==> src/rtl/booth_radix4_seq.sv <==
// booth_radix4_seq: sequential radix-4 (modified) Booth multiplier.
// Consumes two multiplier bits per clock. Uses a start/busy/done handshake,
// and the product register holds the last result between operations.
// Optional build macro: BOOTH_UNSIGNED_MODE_EN adds a tc input.
// tc=0 selects unsigned operands and needs one extra iteration.
module booth_radix4_seq #(
  parameter int WIDTH = 8
) (
  input  logic               clk,
  input  logic               rst_n,
  input  logic               start,
  input  logic [WIDTH-1:0]   mc,
  input  logic [WIDTH-1:0]   mp,
`ifdef BOOTH_UNSIGNED_MODE_EN
  input  logic               tc,
`endif
  output logic [2*WIDTH-1:0] prod,
  output logic               busy,
  output logic               done
);

  localparam int STEPS = WIDTH / 2;
  localparam int AW    = WIDTH + 2;          // accumulator: room for +/-2M
`ifdef BOOTH_UNSIGNED_MODE_EN
  localparam int MPW   = WIDTH + 2;          // multiplier reg sized for the unsigned extension
`else
  localparam int MPW   = WIDTH;
`endif
  localparam int CW    = $clog2(STEPS + 2);

  generate
    if (WIDTH < 4 || (WIDTH % 2) != 0) begin : g_bad_width
      $error("booth_radix4_seq: WIDTH must be even and >= 4");
    end
  endgenerate

  typedef enum logic [1:0] {IDLE, RUN, DONE} state_t;

  state_t          state, state_nx;
  logic [AW-1:0]   acc, mcand;
  logic [MPW-1:0]  mpr;
  logic            app;
  logic [CW-1:0]   cnt;
`ifdef BOOTH_UNSIGNED_MODE_EN
  logic            tc_q;
`endif

  logic            accept, last;
  logic [AW-1:0]   neg_m, pp, sum, acc_nx;
  logic [MPW-1:0]  mpr_nx;
  logic [2*WIDTH-1:0] result;

  // One Booth step: recode the triplet, add the partial product, then shift by 2.
  always_comb begin
    neg_m = ~mcand + AW'(1);
    unique case ({mpr[1:0], app})
      3'b001, 3'b010: pp = mcand;
      3'b011:         pp = mcand << 1;
      3'b100:         pp = neg_m << 1;
      3'b101, 3'b110: pp = neg_m;
      default:        pp = '0;
    endcase
    sum    = acc + pp;
    acc_nx = {sum[AW-1], sum[AW-1], sum[AW-1:2]};
    mpr_nx = {sum[1:0], mpr[MPW-1:2]};
`ifdef BOOTH_UNSIGNED_MODE_EN
    // Signed mode leaves the two sign-extension bits at the bottom of mpr.
    last   = (cnt == (tc_q ? CW'(STEPS - 1) : CW'(STEPS)));
    result = tc_q ? {acc_nx[WIDTH-1:0], mpr_nx[WIDTH+1:2]}
                  : {acc_nx[WIDTH-3:0], mpr_nx};
`else
    last   = (cnt == CW'(STEPS - 1));
    result = {acc_nx[WIDTH-1:0], mpr_nx};
`endif
  end

  // State register.
  always_ff @(posedge clk) begin
    if (!rst_n) state <= IDLE;
    else        state <= state_nx;
  end

  // Next-state and handshake outputs. DONE accepts a new start with no bubble.
  always_comb begin
    state_nx = state;
    busy     = 1'b0;
    done     = 1'b0;
    accept   = 1'b0;
    unique case (state)
      IDLE: if (start) begin accept = 1'b1; state_nx = RUN; end
      RUN: begin
        busy = 1'b1;
        if (last) state_nx = DONE;
      end
      DONE: begin
        done = 1'b1;
        if (start) begin accept = 1'b1; state_nx = RUN; end
        else       state_nx = IDLE;
      end
      default: state_nx = IDLE;
    endcase
  end

  // Datapath: capture operands on accept, iterate while running, load prod on the last step.
  always_ff @(posedge clk) begin
    if (!rst_n) begin
      acc   <= '0;
      mcand <= '0;
      mpr   <= '0;
      app   <= 1'b0;
      cnt   <= '0;
      prod  <= '0;
`ifdef BOOTH_UNSIGNED_MODE_EN
      tc_q  <= 1'b0;
`endif
    end else if (accept) begin
      acc   <= '0;
      app   <= 1'b0;
      cnt   <= '0;
`ifdef BOOTH_UNSIGNED_MODE_EN
      tc_q  <= tc;
      mcand <= tc ? {{2{mc[WIDTH-1]}}, mc} : {2'b00, mc};
      mpr   <= tc ? {{2{mp[WIDTH-1]}}, mp} : {2'b00, mp};
`else
      mcand <= {{2{mc[WIDTH-1]}}, mc};
      mpr   <= mp;
`endif
    end else if (busy) begin
      acc   <= acc_nx;
      mpr   <= mpr_nx;
      app   <= mpr[1];
      cnt   <= cnt + CW'(1);
      if (last) prod <= result;
    end
  end

endmodule

==> config.mk <==
export PLATFORM = sky130hd
export DESIGN_NAME = booth_radix4_seq
export DESIGN_NICKNAME = d
export VERILOG_FILES = /design/src/rtl/booth_radix4_seq.sv
export SDC_FILE = /design/constraint.sdc
export NUM_CORES = 1
export LEC_CHECK = 0
export ABC_AREA = 1
export CAP_MARGIN = 30
export CORE_ASPECT_RATIO = 0.5
export CORE_MARGIN = 5
export CORE_UTILIZATION = 40
export CTS_CLUSTER_DIAMETER = 80
export DETAILED_ROUTE_END_ITERATION = 10
export GPL_ROUTABILITY_DRIVEN = 0
export GPL_TIMING_DRIVEN = 0
export SYNTH_ARGS = -nofsm -noshare
export SYNTH_HDL_FRONTEND = slang
export SYNTH_SLANG_ARGS = --single-unit
==> constraint.sdc <==
create_clock -name clk -period 3.35 [get_ports clk]
set_input_delay 0.335 -clock clk [delete_from_list [all_inputs] [get_ports clk]]
set_output_delay 0.335 -clock clk [all_outputs]
set_load 0.02 [all_outputs]
# Word-level counts from Yosys, hierarchy flattened
# Cells that the tools add are included.
classes:
  n_addsub: 3
  eq_ne: 11
  muxes: 11
  bitwise_logic: 3
  n_reduce_logical: 8
op_table:
  columns: ["operator", "n"]
  rows:
  - ["$pmux 10 s4", 1]
  - ["$mux 8", 2]
  - ["$add 10x1->10 const B", 1]
  - ["$add 10x10->10", 1]
  - ["$not 10->10", 1]
  - ["$eq 3x2->1 const B", 3]
  - ["$eq 3x3->1 const B", 3]
  - ["$reduce_or 2->1", 4]
  - ["$pmux 2 s3", 1]
  - ["$mux 1", 5]
  - ["$mux 2", 2]
  - ["$ne 2x2->1 const B", 2]
  - ["$add 3x1->3 const B", 1]
  - ["$eq 3x1->1 const B", 1]
  - ["$reduce_and 3->1", 1]
  - ["$eq 2x1->1 const B", 1]
  - ["$eq 2x2->1 const B", 1]
  - ["$logic_not 2->1", 1]
  - ["$not 1->1", 2]
  - ["$reduce_and 2->1", 1]
  - ["$reduce_bool 2->1", 1]
totals:
  reg_bits: 46
  in_bits: 19
  out_inout_bits: 18
  word_cells: 43

# Depth between registers and ports, before layout
# Gate-level depths: netlist of the first run.
logic_depth:
  word_depth: 6
  ltp_mapped: 20
  depth_no_buf: 20

# Least setup slack after synthesis of the first run
# No wires, ideal clock.
synth_path:
  path_kind: "reg2reg"
  startpoint: "reg mcand[0]"
  endpoint: "reg prod[15]"
  setup_ns: 0.109
  arrival_time_ns: 2.218
  slack_ns: 1.023
  stages_incl_launch_ff: 20
  n_path_buf: 0
  synth_period_minus_slack_ns: 2.327
  path_cell_list: "dfxtp_1 -> inv_1 -> ha_1 -> inv_1 -> nor2_2 -> nand2_1 -> xor2_1 -> inv_1 -> a21oi_1 -> o21ai_0 -> ha_1 -> inv_1 -> nor3_2 -> nand3_1 -> nand3_1 -> inv_1 -> nand2_1 -> nand3_1 -> nand2_1 -> inv_1"
synth_between:
  elab_chain_len: 4
synth_lines:
  columns: ["item", "line_no", "source"]
  rows:
  - ["from (decl)", "40", "logic [AW-1:0] acc, mcand;"]
  - ["from (signal assigned)", "125", "mcand <= {{2{mc[WIDTH-1]}}, mc};"]
  - ["$not 10->10", "55", "neg_m = ~mcand + AW'(1);"]
  - ["$add 10x1->10", "55", null]
  - ["$pmux 10 s4 (*)", "56", "unique case ({mpr[1:0], app})"]
  - ["$add 10x10->10 (*)", "63", "sum = acc + pp;"]
  - ["to (signal assigned)", "133", "if (last) prod <= result;"]
  - ["to (decl)", "17", "output logic [2*WIDTH-1:0] prod,"]
# Mark *: on every way between the ends. The rest lies on a longest branch, timed or not.
# A chain may end at the register's enable or synchronous reset.

# Worst setup path in the final report of the first run
layout_path:
  startpoint: "reg mcand[0]"
  endpoint: "reg, netlist name acc[7]"
layout_between:
  elab_chain_len: 4
layout_lines:
  columns: ["item", "line_no"]
  rows:
  - ["$not 10->10", "55"]
  - ["$add 10x1->10", "55"]
  - ["$pmux 10 s4 (*)", "56"]
  - ["$add 10x10->10 (*)", "63"]
# Marked as above.

==> metrics.cfg, run 1 <==
[status]
outcome=finished, final reports clean

[setup_path]
start_kind=register
crit_family=simple AND/OR/NAND/NOR gates
crit_arrival_ps=2860
r2r_slack_ps=680
critPathRequiredTime_ps=3540
worstPathCellList=inv_1, ha_1, inv_1, nor2_2, nand2_1, xor2_1, inv_1, a21oi_1, o21ai_0, ha_1, inv_1, nor3_2, nand3_1, nand3_1, inv_1, nand2_1, nand3_1, nand2_1, inv_1
cpMostUsedCell=inv_1
path_class=reg2reg
critPathCaptureType=register
crit_fanout=6
crit_buf_inv=6
slowest_delay_ps=390
crit_slowest_cell=ha_1

[timing]
hold_violations=0
final.setup_skew_ps=4.06
rsz0062_at_grt=false
clock.fmax_ghz=0.375
post-route-period-util=0.796
worstMarginPinSlew_ps=569
relSlewSlack=0.621
fin_crit_ps=2670
finalSetupViolCount=0
finalMaxSlewViolations=0
setup_tns_ps=0

[pwr]
vdd_ir_drop_max_v=0.000190
power_mw=1.35
power.leakage_nw=1.38
powerDensity_mw_per_mm2=426

[flow_run]
max_cap_violations=0

[cts]
clk_path_buf_depth=2
cts_made_buffers=5
clkLatencyLatePin_ps=290
ctsHoldBuffers=0
cts_sinks=46
cts_tree=built
cts-resized-gates=0
post_cts_buffers=0
cts.clk_slew.worst_paths_ps=70
ctsHtreeMaxLevel=2
cts-root-buf=clkbuf_16

[synthesis]
netlist_instances=352
yosys.area.top_type=dfxtp_1
synth.distinct_cells=37
synth_top_area_frac=0.361
seq_area_frac_synth=0.361
yosys_most_used_dff=dfxtp_1
syn_area_per_cell_um2=7.25
ys_ff_latch=46
synthesis.nets=384
yosys_warnings=0
synth.area.top_cells=dfxtp_1, nand2_1, inv_1
syn_area_mm2=0.00255
synth-edff-count=0
async_flop_share=0

[routing]
dr.pass1.iters=4
vias=2442
remaining_drc_errors=0
antenna_left=0
wl_per_cell_um=13.7
routed_wl_um=6630
viasPerCell=5.05
drt_iter0_drc=146

[finish]
num_antenna_cells=0
nets=427
area_growth_pct=24.2
drive_gt1_frac=0.104
fillers=610
final_util=0.517

[die]
io_pins=37
start_util=0.416
core_area_mm2=0.00613
die_y_um=66.5
rows=20
die_x_um=123
dieArea_mm2=0.00818

[placed_design]
port-buffer-count=36
dpl.hpwl_um=5180

[global_route]
grt_max_degree=16
grt_overflow=0
antenna_found_initial=0
grt_pass1_wl_um=11100
grt_usage=0.173
grt_pass1_vias=2289

[hold_path]
hold_path.class=reg2reg

## stage by stage
| step | hold slack, ps | setup WS (ps) | cells | cell area, µm² |
|---|---|---|---|---|
| finish | 466 | 683 | 484 | 3170 |
| floorplan | 438 | 1020 | 352 | 2550 |
| CTS | 466 | 670 | 484 | 3170 |
| detailed placement | 457 | 679 | 476 | 3020 |
| global placement | 453 | 690 | 476 | 3020 |
| global route | 482 | 288 | 484 | 3170 |
## final timing paths
path	start	endpoint	cells after the start
hold / removal	prod[9]$_SDFFE_PN0P_	prod[9]$_SDFFE_PN0P_	2
setup reg to reg	mcand[0]$_SDFFE_PN0P_	acc[7]$_SDFFE_PP0P_	19
setup / recovery	mcand[0]$_SDFFE_PN0P_	acc[7]$_SDFFE_PP0P_	19
hold reg to reg	prod[9]$_SDFFE_PN0P_	prod[9]$_SDFFE_PN0P_	2
## registers in the layout, indices dropped and copies added (netlist names)
register	flops
mcand	8
cnt	3
mpr	8
app	1
prod	16
acc	8
state	2
## layout by cell type (no fill, tap or decap), drive strengths merged, types with 8 or more instances in the layout
| cell type | instances |
|---|---|
| clkdlybuf4s50 | 36 |
| nand2 | 61 |
| a21oi | 27 |
| dfxtp | 46 |
| inv | 59 |
| ha | 12 |
| clkbuf | 8 |
| nand3 | 23 |
| xor2 | 9 |
| nor2 | 44 |
| o21ai | 29 |
## cells in the mapped netlist (4+ instances only)
master and count:
nand2_2 4, xor2_1 9, ha_1 12, o21ai_1 7
a221oi_1 7, inv_1 52, buf_2 4, nand2_1 56
nand3_1 21, dfxtp_1 46, o21ai_0 20, nor2_1 37
inv_2 7, nor2_2 4, nand4_1 4, a21oi_1 25
## final cells by class
type / instances / area, µm² / share of cell area
plain buffers: 9 / 53.8 / 0.0170
clock buffers: 5 / 125 / 0.0395
clock inverters: 3 / 21.3 / 0.00671
inverters: 59 / 221 / 0.0699
multi-input cells: 238 / 1360 / 0.428
flip-flops and latches: 46 / 921 / 0.291
well taps: 88 / 110 / 0.0347
repair buffers: 36 / 360 / 0.114
## kinds of logic after synthesis
family,after synthesis,share of synthesized area
AO/OA/AOI/OAI,80,0.190
flip-flops,46,0.361
AND/OR/NAND/NOR,135,0.241
adder cells (fa/ha/maj),13,0.0667
buffers and inverters,68,0.108
XOR/XNOR,10,0.0343
## where the power goes
part	internal (mW)	total (mW)	leakage, nW	switching (mW)
combinational	0.0984	0.262	0.932	0.163
sequential	0.572	0.592	0.375	0.0207
clock	0.277	0.495	0.0698	0.219
total	0.947	1.35	1.38	0.402
## per-layer routing
metal  global-route usage  up-vias  wire [µm]  share of wire
met5                    0        -          0              0
met4               0.0372        0         48         0.0072
met3               0.0382        7        456          0.069
met2                0.255       72       2680           0.40
met1                0.255     1119       3440           0.52
li1                     -     1244          -              -
## tightest hold or removal path: stages (launching register included)
cell and delay [ps]:
dfxtp_1 310, nand2_1 60, a21oi_1 60
(Power assumes the default switching activity.)
==> inputs of run 2 (changes only) <==
==> constraint.sdc (replaced) <==
create_clock -name clk -period 2.5 [get_ports clk]
set_input_delay 0.25 -clock clk [delete_from_list [all_inputs] [get_ports clk]]
set_output_delay 0.25 -clock clk [all_outputs]
set_load 0.02 [all_outputs]
==> run 2 against run 1 <==
Net effect:
- the flow now finishes with violations (setup timing)
- via count up 4.1%
- sequential power up 35%
- flip-flop and latch count unchanged
- non-clock buffer count up 16
- critical path depth down 4
- first-iteration DRC count down 12%
- sequential share of layout area down 2.6 points
- wire length up 7.4%
- critical endpoint is now prod[14]$_SDFFE_PN0P_
==> metrics.cfg, run 2 (synthesized netlist as in run 1, its figures left out) <==
[routing]
antenna_left=0
routed_wl_um=7120
drt_iter0_drc=129
viasPerCell=5.08
remaining_drc_errors=0
dr.pass1.iters=5
wl_per_cell_um=14.2
vias=2541

[setup_path]
crit_arrival_ps=2750
reg2regPathDepth=15
critPathCaptureType=register
crit_fanout=4
path_class=reg2reg
critPathRequiredTime_ps=2740
start_kind=register

[die]
rows=20
die_x_um=123
dieArea_mm2=0.00818
core_area_mm2=0.00613
io_pins=37
die_y_um=66.5
start_util=0.416

[global_route]
grt_usage=0.176
grt_max_degree=16
grt_overflow=0
grt_pass1_vias=2347
grt_pass1_wl_um=11300
antenna_found_initial=0

[finish]
final_util=0.570
num_antenna_cells=0
final_common_cell=nand2_1
area_growth_pct=37.0
regMostFlops=prod
largest_register_ffs=16
nets=443
drive_gt1_frac=0.248
final_cell_mix=nand2_1, inv_1, dfxtp_1

[timing]
fin_crit_ps=2520
finalSetupViolCount=2
finalMaxSlewViolations=0
final.setup_skew_ps=2.98
setup_tns_ps=-29.7
clock.fmax_ghz=0.397
post-route-period-util=1.01
worstMarginPinSlew_ps=537
rsz0062_at_grt=true
finalWorstSetupSlack_ps=-17.5
relSlewSlack=0.642
hold_violations=0

[pwr]
seq_power_share=0.416
vdd_ir_drop_max_v=0.000255
power.leakage_nw=1.49
p_int_mw=1.33
pwr-share-clk=0.345
power_mw=1.92
p_sw_mw=0.586
combPwrFrac=0.239
switching_share=0.305
powerDensity_mw_per_mm2=549

[cts]
ctsHoldBuffers=0
cts.clk_slew.worst_paths_ps=60
cts_tree=built
clk_path_buf_depth=2
ctsHtreeMaxLevel=2
cts_sinks=46
cts-root-buf=clkbuf_16
cts_made_buffers=5
clkLatencyLatePin_ps=290

[flow_run]
max_cap_violations=0

[placed_design]
port-buffer-count=36
dpl.hpwl_um=5180
place_ws_ps=-171

[status]
violations=setup timing
outcome=finished, violations left

[hold_path]
hold_path.class=reg2reg
holdPathStages=2

-- run 2: cell type report --
class | count | area [µm²]
clock inverter | 3 | 21.3
fill | 576 | 2630
timing repair buffer | 52 | 480
multi-input combinational | 238 | 1560
inverter | 59 | 224
clock buffer | 5 | 125
tap | 88 | 110
sequential | 46 | 925
buffer | 9 | 53.8
-- run 2: per-layer routing --
metal  GRT usage  up-vias  routed length [µm]
met5           0        -                   0
met2       0.260       75                3000
li1            -     1274                   -
met1       0.256     1183                3540
met4      0.0441        0                  75
met3      0.0399        9                 501
-- run 2: critical path: stages, from the launching register on --
cell and delay, ps:
dfxtp_2 320, inv_2 100, ha_4 140, inv_2 40, nor2_4 150, nor2_2 70, a22oi_1 140, o211ai_1 130
ha_1 400, nand2_1 90, o21ai_2 230, nand4_1 180, nand2_1 130, nand2_2 70, a31o_2 200, inv_1 50
-- run 2: repair_timing --
| item | CTS | global route |
|---|---|---|
| resized for setup | 10 | 44 |
| buffers inserted | 6 | 10 |
| endpoints found under the setup margin | 10 | 13 |
| pin swaps | 5 | 24 |
-- run 2: worst paths after layout --
path                            slack (ps)             startpoint                    end
worst max-delay path                   -20  mcand[1]$_SDFFE_PN0P_  prod[14]$_SDFFE_PN0P_
worst min register to register         470   prod[9]$_SDFFE_PN0P_   prod[9]$_SDFFE_PN0P_
worst min-delay path                   470   prod[9]$_SDFFE_PN0P_   prod[9]$_SDFFE_PN0P_
worst max register to register         -20  mcand[1]$_SDFFE_PN0P_  prod[14]$_SDFFE_PN0P_
-- run 2: through the flow --
step | cell area, µm² | hold WS, ps | std cells
final | 3500 | 466 | 500
after global routing | 3500 | 482 | 500
after CTS | 3230 | 466 | 490
after detailed placement | 3020 | 457 | 476
after global placement | 3020 | 453 | 476
after floorplan | 2550 | 400 | 352
-- run 2: power by group through the flow --
stage	Combinational [mW]	Clock [mW]	Sequential [mW]
6_report	0.460	0.662	0.798
4_1_cts	0.374	0.680	0.794
3_3_place_gp	0.339	0	0.808
2_1_floorplan	0.245	0	0.803
3_5_place_dp	0.345	0	0.810
5_1_grt	0.505	0.713	0.802
==> inputs of run 3 (changes only) <==
==> constraint.sdc (replaced) <==
create_clock -name clk -period 2.9 [get_ports clk]
set_input_delay 0.29 -clock clk [delete_from_list [all_inputs] [get_ports clk]]
set_output_delay 0.29 -clock clk [all_outputs]
set_load 0.02 [all_outputs]
==> run 3 against run 2 <==
Net effect:
- the flow now finishes without violations
- count of clock-buffer cells in the layout unchanged
- sequential power decreased by 14%
- critical path depth increased by 1
- largest power group unchanged
- critical endpoint is now prod[12]$_SDFFE_PN0P_
- register-to-register slack improved by 350 ps
- highest routed layer unchanged
==> metrics.cfg, run 3 (synthesized netlist as in run 1, its figures left out) <==
[cts]
cts_tree=built
clk_path_buf_depth=2
clkLatencyLatePin_ps=290
cts-root-buf=clkbuf_16
cts_sinks=46
cts.clk_slew.worst_paths_ps=70
cts-resized-gates=0
ctsHoldBuffers=0
ctsHtreeMaxLevel=2
cts_made_buffers=5
post_cts_buffers=0

[setup_path]
crit_slowest_cell=ha_1
path_class=reg2reg
start_kind=register
worstPathCellList=inv_1, ha_1, inv_1, nor2_4, nand2_1, xor2_2, o22ai_1, a21oi_1, o21ai_0, ha_1, nand2_1, inv_1, a21oi_2, xor2_1, nand2_1, a21oi_1
critPathRequiredTime_ps=3120
crit_fanout=4
slowest_delay_ps=380
critPathCaptureType=register
crit_arrival_ps=2790

[routing]
remaining_drc_errors=0
vias=2415
viasPerCell=4.99
drt_iter0_drc=164
wl_per_cell_um=13.6
routed_wl_um=6580
antenna_left=0
dr.pass1.iters=4

[finish]
drive_gt1_frac=0.116
largest_register_ffs=16
final_cell_mix=nand2_1, inv_1, dfxtp_1
final_common_cell=nand2_1
stdcell_area_mm2=0.00320
num_antenna_cells=0
nets=427
final_util=0.521
area_growth_pct=25.2
regMostFlops=prod

[timing]
hold_violations=0
worstMarginPinSlew_ps=495
fin_crit_ps=2570
setup_tns_ps=0
finalMaxSlewViolations=0
holdWs_ps=466
finalSetupViolCount=0
clock.fmax_ghz=0.389
rsz0062_at_grt=false
final.setup_skew_ps=4.08
relSlewSlack=0.670
post-route-period-util=0.886

[global_route]
grt_pass1_vias=2289
grt_max_degree=16
grt_pass1_wl_um=11100
grt_overflow=0
grt_usage=0.173
antenna_found_initial=0

[placed_design]
dpl.hpwl_um=5180
dpl_cell_area_mm2=0.00302
port-buffer-count=36

[pwr]
pwr-share-clk=0.366
seq_power_share=0.438
powerDensity_mw_per_mm2=490
switching_share=0.299
p_sw_mw=0.467
power.leakage_nw=1.38
vdd_ir_drop_max_v=0.000219
p_int_mw=1.10
combPwrFrac=0.197

[die]
die_y_um=66.5
rows=20
start_util=0.416
io_pins=37
die_x_um=123
core_area_mm2=0.00613
dieArea_mm2=0.00818

[status]
outcome=finished, final reports clean

[flow_run]
max_cap_violations=0

[hold_path]
hold_path.class=reg2reg

[run 3: cell count changes in the layout (fill, tap and decap cells not counted), sizes merged]
cell	delta
buf	-16
[run 3: critical path: cells and delay by family (launching register included)]
| kind | cells | cell delay, ps |
|---|---|---|
| AO/OA/AOI/OAI | 5 | 600 |
| adder cells (fa/ha/maj) | 2 | 550 |
| AND/OR/NAND/NOR | 4 | 430 |
| XOR/XNOR | 2 | 380 |
| flip-flops | 1 | 310 |
| buffers and inverters | 3 | 230 |
[run 3: power by group through the flow]
stage	clock, mW	combinational (mW)	sequential, mW
2_1_floorplan	0	0.212	0.692
3_3_place_gp	0	0.293	0.697
3_5_place_dp	0	0.298	0.698
4_1_cts	0.587	0.300	0.684
5_1_grt	0.616	0.347	0.688
6_report	0.572	0.307	0.685
[run 3: area by class of cell]
cell class,instances,area [µm²]
plain buffers,9,53.8
multi-input cells,238,1380
clock buffers,5,125
well taps,88,110
clock inverters,3,21.3
inverters,59,221
repair buffers,36,360
flip-flops and latches,46,921
fillers,607,2940
[run 3: path summary, 6_finish.rpt]
check | slack [ps] | startpoint | endpoint | depth (start not counted)
min reg2reg | 470 | prod[9]$_SDFFE_PN0P_ | prod[9]$_SDFFE_PN0P_ | 2
max | 330 | mcand[1]$_SDFFE_PN0P_ | prod[12]$_SDFFE_PN0P_ | 16
max reg2reg | 330 | mcand[1]$_SDFFE_PN0P_ | prod[12]$_SDFFE_PN0P_ | 16
min | 470 | prod[9]$_SDFFE_PN0P_ | prod[9]$_SDFFE_PN0P_ | 2
[run 3: per-stage QoR]
step | worst slack (ps) | std cells | power [mW]
floorplan | 573 | 352 | 0.903
global placement | 240 | 476 | 0.989
detailed placement | 229 | 476 | 0.996
CTS | 220 | 484 | 1.57
global route | 5.83 | 484 | 1.65
finish | 330 | 484 | 1.56
[run 3: layer usage]
metal	global-route usage	vias up	wire (µm)
met5	0	-	0
met4	0.0372	0	48
met3	0.0382	7	487
met2	0.255	65	2680
met1	0.255	1102	3370
li1	-	1241	-
==> patch 1: new RTL, settings of run 2 <==
The parameter `WIDTH` goes from 8 to 16.
--- a/src/rtl/booth_radix4_seq.sv
+++ b/src/rtl/booth_radix4_seq.sv
@@ -5,5 +5,5 @@
 // tc=0 selects unsigned operands and needs one extra iteration.
 module booth_radix4_seq #(
-  parameter int WIDTH = 8
+  parameter int WIDTH = 16
 ) (
   input  logic               clk,
Ports: changed (resized mc, mp and prod); port bits go from 37 to 69. The function was not compared with the original's and may differ.
==> patch 1 against run 2 <==
- the flow still finishes with violations (negative setup slack)
- cell count up 100%
- total power up 130%
- clock skew up 0.0087 ns
- combinational power rose to 2.6 times the old value
- sequential power up 92%
- area after synthesis up 96%
- sequential cell count up 41
- first-iteration DRC count rose to 3.2 times the old value
- setup slack worse by 0.17 ns
- cell area up 100%
- wire length up 130%
- critical path type unchanged
- critical endpoint is now prod[31]$_SDFFE_PN0P_
- highest routed layer unchanged
==> patch 1: results <==
[status]
status = "complete, but fails checks"
violations = "negative setup slack"

[hold_path]
hp-start = "cnt[3]$_SDFFE_PP0P_"

[global_route]
grt_pass1_wl_mm = 25.3
grt_pass1_vias = 4900

[setup_path]
cp.arrival_ns = 2.93
cpPeakStageDelay_ns = 0.36
critPathSlowestCell = "dfxtp_4"
path_delay_family = "simple AND/OR/NAND/NOR gates"
crit_fanout = 5

[place]
io_buffers = 68
placed_area_um2 = 5900
dpl.hpwl_mm = 11.7

[final_layout]
finalNetCount = 883
largest_register_ffs = 32

[synthesis]
synth_area_leaders = "dfxtp_1 (35%), nand2_1 (8.2%), inv_1 (7.3%), o21ai_0 (6.6%), nor2_1 (6.4%)"
synthTopCellsByCount = "nand2_1 (110), inv_1 (97), dfxtp_1 (87), nor2_1 (85), o21ai_0 (66)"
syn-num-nets = 770
synth-seq-area-share_pct = 34.8
netlist-cell-type-count = 44

[sta]
hold_ws_ns = 0.481
setup_viol = 19
fin_ws_ns = -0.188
fin_tns_setup_ns = -1.87
fin_skew_ns = 0.0117

[clock_tree]
post-cts-setup-buffers = 19
clk-insertion-delay-late_ns = 0.35

[power_and_ir_drop]
internal_power_mw = 2.96

[routing]
routed-via-count = 5364
[patch 1: changes by cell type after synthesis, moves of 9 or more]
| cell | before | now |
|---|---|---|
| a21oi_1 | 25 | 53 |
| clkbuf_1 | 3 | 14 |
| nand2_1 | 56 | 110 |
| a221oi_1 | 7 | 16 |
| nand3_1 | 21 | 44 |
| dfxtp_1 | 46 | 87 |
| inv_1 | 52 | 97 |
| nor2_1 | 37 | 85 |
| o21ai_0 | 20 | 66 |
[patch 1: path summary, 6_finish.rpt]
path | to | depth (start not counted)
hold reg to reg | cnt[3]$_SDFFE_PP0P_ | 2
hold / removal | cnt[3]$_SDFFE_PP0P_ | 2
setup reg to reg | prod[31]$_SDFFE_PN0P_ | 20
setup / recovery | prod[31]$_SDFFE_PN0P_ | 20
[patch 1: metal layers]
layer	part of all wire, %	up-vias	global-route usage, %	routed length (µm)
met1	48	2551	30.7	8020
met2	42	192	32.0	6990
li1	-	2597	-	-
met4	1.7	0	6.19	280
met5	0	-	0	0
met3	7.6	24	4.59	1250
[patch 1: cell type report]
cell class / instances / area (µm²)
Timing Repair inverter: 1 / 5.00
Inverter: 107 / 409
Tap cell: 165 / 206
Multi-Input combinational cell: 494 / 3330
Clock buffer: 9 / 225
Clock inverter: 7 / 128
Fill cell: 1090 / 4860
Sequential cell: 87 / 1760
Timing Repair Buffer: 101 / 943
Buffer: 27 / 149
[patch 1: cells by family after synthesis]
| kind of cell | Yosys count | share of synthesized area [%] |
|---|---|---|
| adders and majority gates | 20 | 5.14 |
| AOI/OAI and AO/OA | 176 | 21.1 |
| DFF | 87 | 34.8 |
| buffers and inverters | 134 | 10.8 |
| and+or+nand+nor | 280 | 25.1 |
| xor gates and xnor gates | 18 | 3.15 |
==> patch 2: new RTL, settings of run 2 <==
Without the edit above. Reset style: asynchronous (`rst_n`), changed in 2 clocked blocks.
--- a/src/rtl/booth_radix4_seq.sv
+++ b/src/rtl/booth_radix4_seq.sv
@@ -76,5 +76,5 @@
 
   // State register.
-  always_ff @(posedge clk) begin
+  always_ff @(posedge clk or negedge rst_n) begin
     if (!rst_n) state <= IDLE;
     else        state <= state_nx;
@@ -103,5 +103,5 @@
 
   // Datapath: capture operands on accept, iterate while running, load prod on the last step.
-  always_ff @(posedge clk) begin
+  always_ff @(posedge clk or negedge rst_n) begin
     if (!rst_n) begin
       acc   <= '0;
Check against the original RTL: differs if rst_n is asserted again (counterexample within 4 cycles, from zero or initial values and one cycle with rst_n low); with rst_n held inactive, the same outputs for 4 cycles.
==> patch 2 against run 2 <==
- setup slack better by 0.12 ns
- cell area rose by 1.8%
- area after synthesis rose by 3.6%
- cell count shrank 4.8%
- wire length fell by 7.3%
- sequential cell count unchanged
- clock skew grew 0.0011 ns
- largest cell class unchanged
Power is not shown: default switching activity piles up to over one toggle a cycle in this logic, so the estimate is an artifact.
==> patch 2: results <==
[synthesis]
syn_avg_cell_area_um2 = 7.97
netlist-cell-type-count = 34
yosysWarnings = 0
synth-seq-area-share_pct = 43.5
synthTopCellsByCount = "nand2_1 (97), dfrtp_1 (46), inv_1 (35), nand3_1 (21), o21ai_1 (17)"
ys_async_sr_fraction_pct = 100
synth_area_leaders = "dfrtp_1 (44%), nand2_1 (14%), ha_1 (5.7%), inv_1 (5.0%), nand3_1 (4.0%)"
syn-num-nets = 364
synth_edf_count = 0

[setup_path]
crit_fanout = 4
reg2reg_slack_ns = 0.11
cp.arrival_ns = 2.57

[global_route]
grtUsageTotal_pct = 16.3
antenna_found_initial = 0
grt_pass1_wl_mm = 11.0
grt_max_degree = 32

[final_layout]
final_layout_size_suffix_gt1_share_pct = 20.9
largest_register_ffs = 16
finalNetCount = 419
nFillCells = 544
instances_no_fill = 476
n_antenna_cell = 0
regMostFlops = "prod"

[routing]
first_pass_iters = 4
wl_per_cell_um = 13.9
drtIter0Drc = 207
routed-via-count = 2351
drcViolationCount = 0

[clock_tree]
clk_path_buf_depth = 2
cts-htree-levels = 2
root_buffer = "clkbuf_16"
path_clk_slew_ns = 0.07
cts_buffers = 5
clk-insertion-delay-late_ns = 0.28

[place]
dpl.hpwl_mm = 4.87
io_buffers = 36
dpl.cell_count = 457
post-place-ws_ns = -0.110

[sta]
hold_ws_ns = 0.416
fin_skew_ns = 0.00411
finalHoldViolCount = 0
worstMarginPinSlew_ns = 0.450
fin_crit_sh_pct = 95.8

[status]
status = "finished clean"

[hold_path]
hold_class = "in -> async"
-- patch 2: cell families (layout without fill, tap and decap cells) --
family	after synthesis	in the layout	synth area share, %
simple gates	153	153	25.9
fa+ha+maj	13	13	6.43
compound gates	58	58	13.1
flops	46	46	43.5
buf+inv	53	109	8.04
xor+xnor	9	9	2.98
-- patch 2: area by class of cell --
cell class              instances  area share, %
plain buffers                   7           1.12
clock inverters                 2           1.05
repair buffers                 48           13.0
clock buffers                   6           3.62
inverters                      46           4.85
flip-flops and latches         46           32.4
multi-input cells             233           40.8
well taps                      88           3.09
-- patch 2: repair_timing --
| action | 4_1_cts | 5_1_grt |
|---|---|---|
| setup buffers | 3 | 7 |
| hold buffers | 1 | 0 |
| resized for setup | 5 | 33 |
| hold endpoints to repair | 15 | 0 |
| pin swaps | 1 | 14 |
| endpoints found under the setup margin | 4 | 10 |
-- patch 2: stage by stage --
| stage | utilization [%] | instance area (µm²) |
|---|---|---|
| floorplan | - | 2650 |
| global placement | 50.0 | 3120 |
| detailed placement | 50.2 | 3130 |
| CTS | 53.8 | 3350 |
| global route | 57.1 | 3560 |
| finish | 57.1 | 3560 |
-- patch 2: final timing paths --
path                                         to                 start  cells after the start
setup / recovery           prod[15]$_DFFE_PN0P_  mcand[1]$_DFFE_PN0P_                     15
hold / removal             mcand[2]$_DFFE_PN0P_                 rst_n                      2
setup reg to reg           prod[15]$_DFFE_PN0P_  mcand[1]$_DFFE_PN0P_                     15
hold reg to reg              cnt[0]$_DFFE_PN0P_    cnt[0]$_DFFE_PN0P_                      1
min in group clk             cnt[0]$_DFFE_PN0P_    cnt[0]$_DFFE_PN0P_                      1
max in group asynchronous    cnt[2]$_DFFE_PN0P_                 rst_n                      3
-- patch 2: critical path, cell delays in order (launching register included) --
cell and delay [ns]:
dfrtp_2 0.44, inv_2 0.09, ha_4 0.16, nand3_1 0.10, xor2_1 0.17, nand2_1 0.09, o2111ai_2 0.15, ha_4 0.30
inv_2 0.08, o21bai_1 0.10, a21boi_1 0.14, nand2_1 0.10, nor2_4 0.14, nand3_2 0.09, nand3_1 0.09, nand2_1 0.05
-- patch 2: layer usage --
layer / track usage, % / share of wire (%) / vias to the layer above
met3: 4.03 / 6.9 / 4
met4: 3.51 / 0.58 / 0
li1: - / - / 1191
met5: 0 / 0 / -
met1: 22.6 / 49 / 1097
met2: 26.1 / 44 / 59
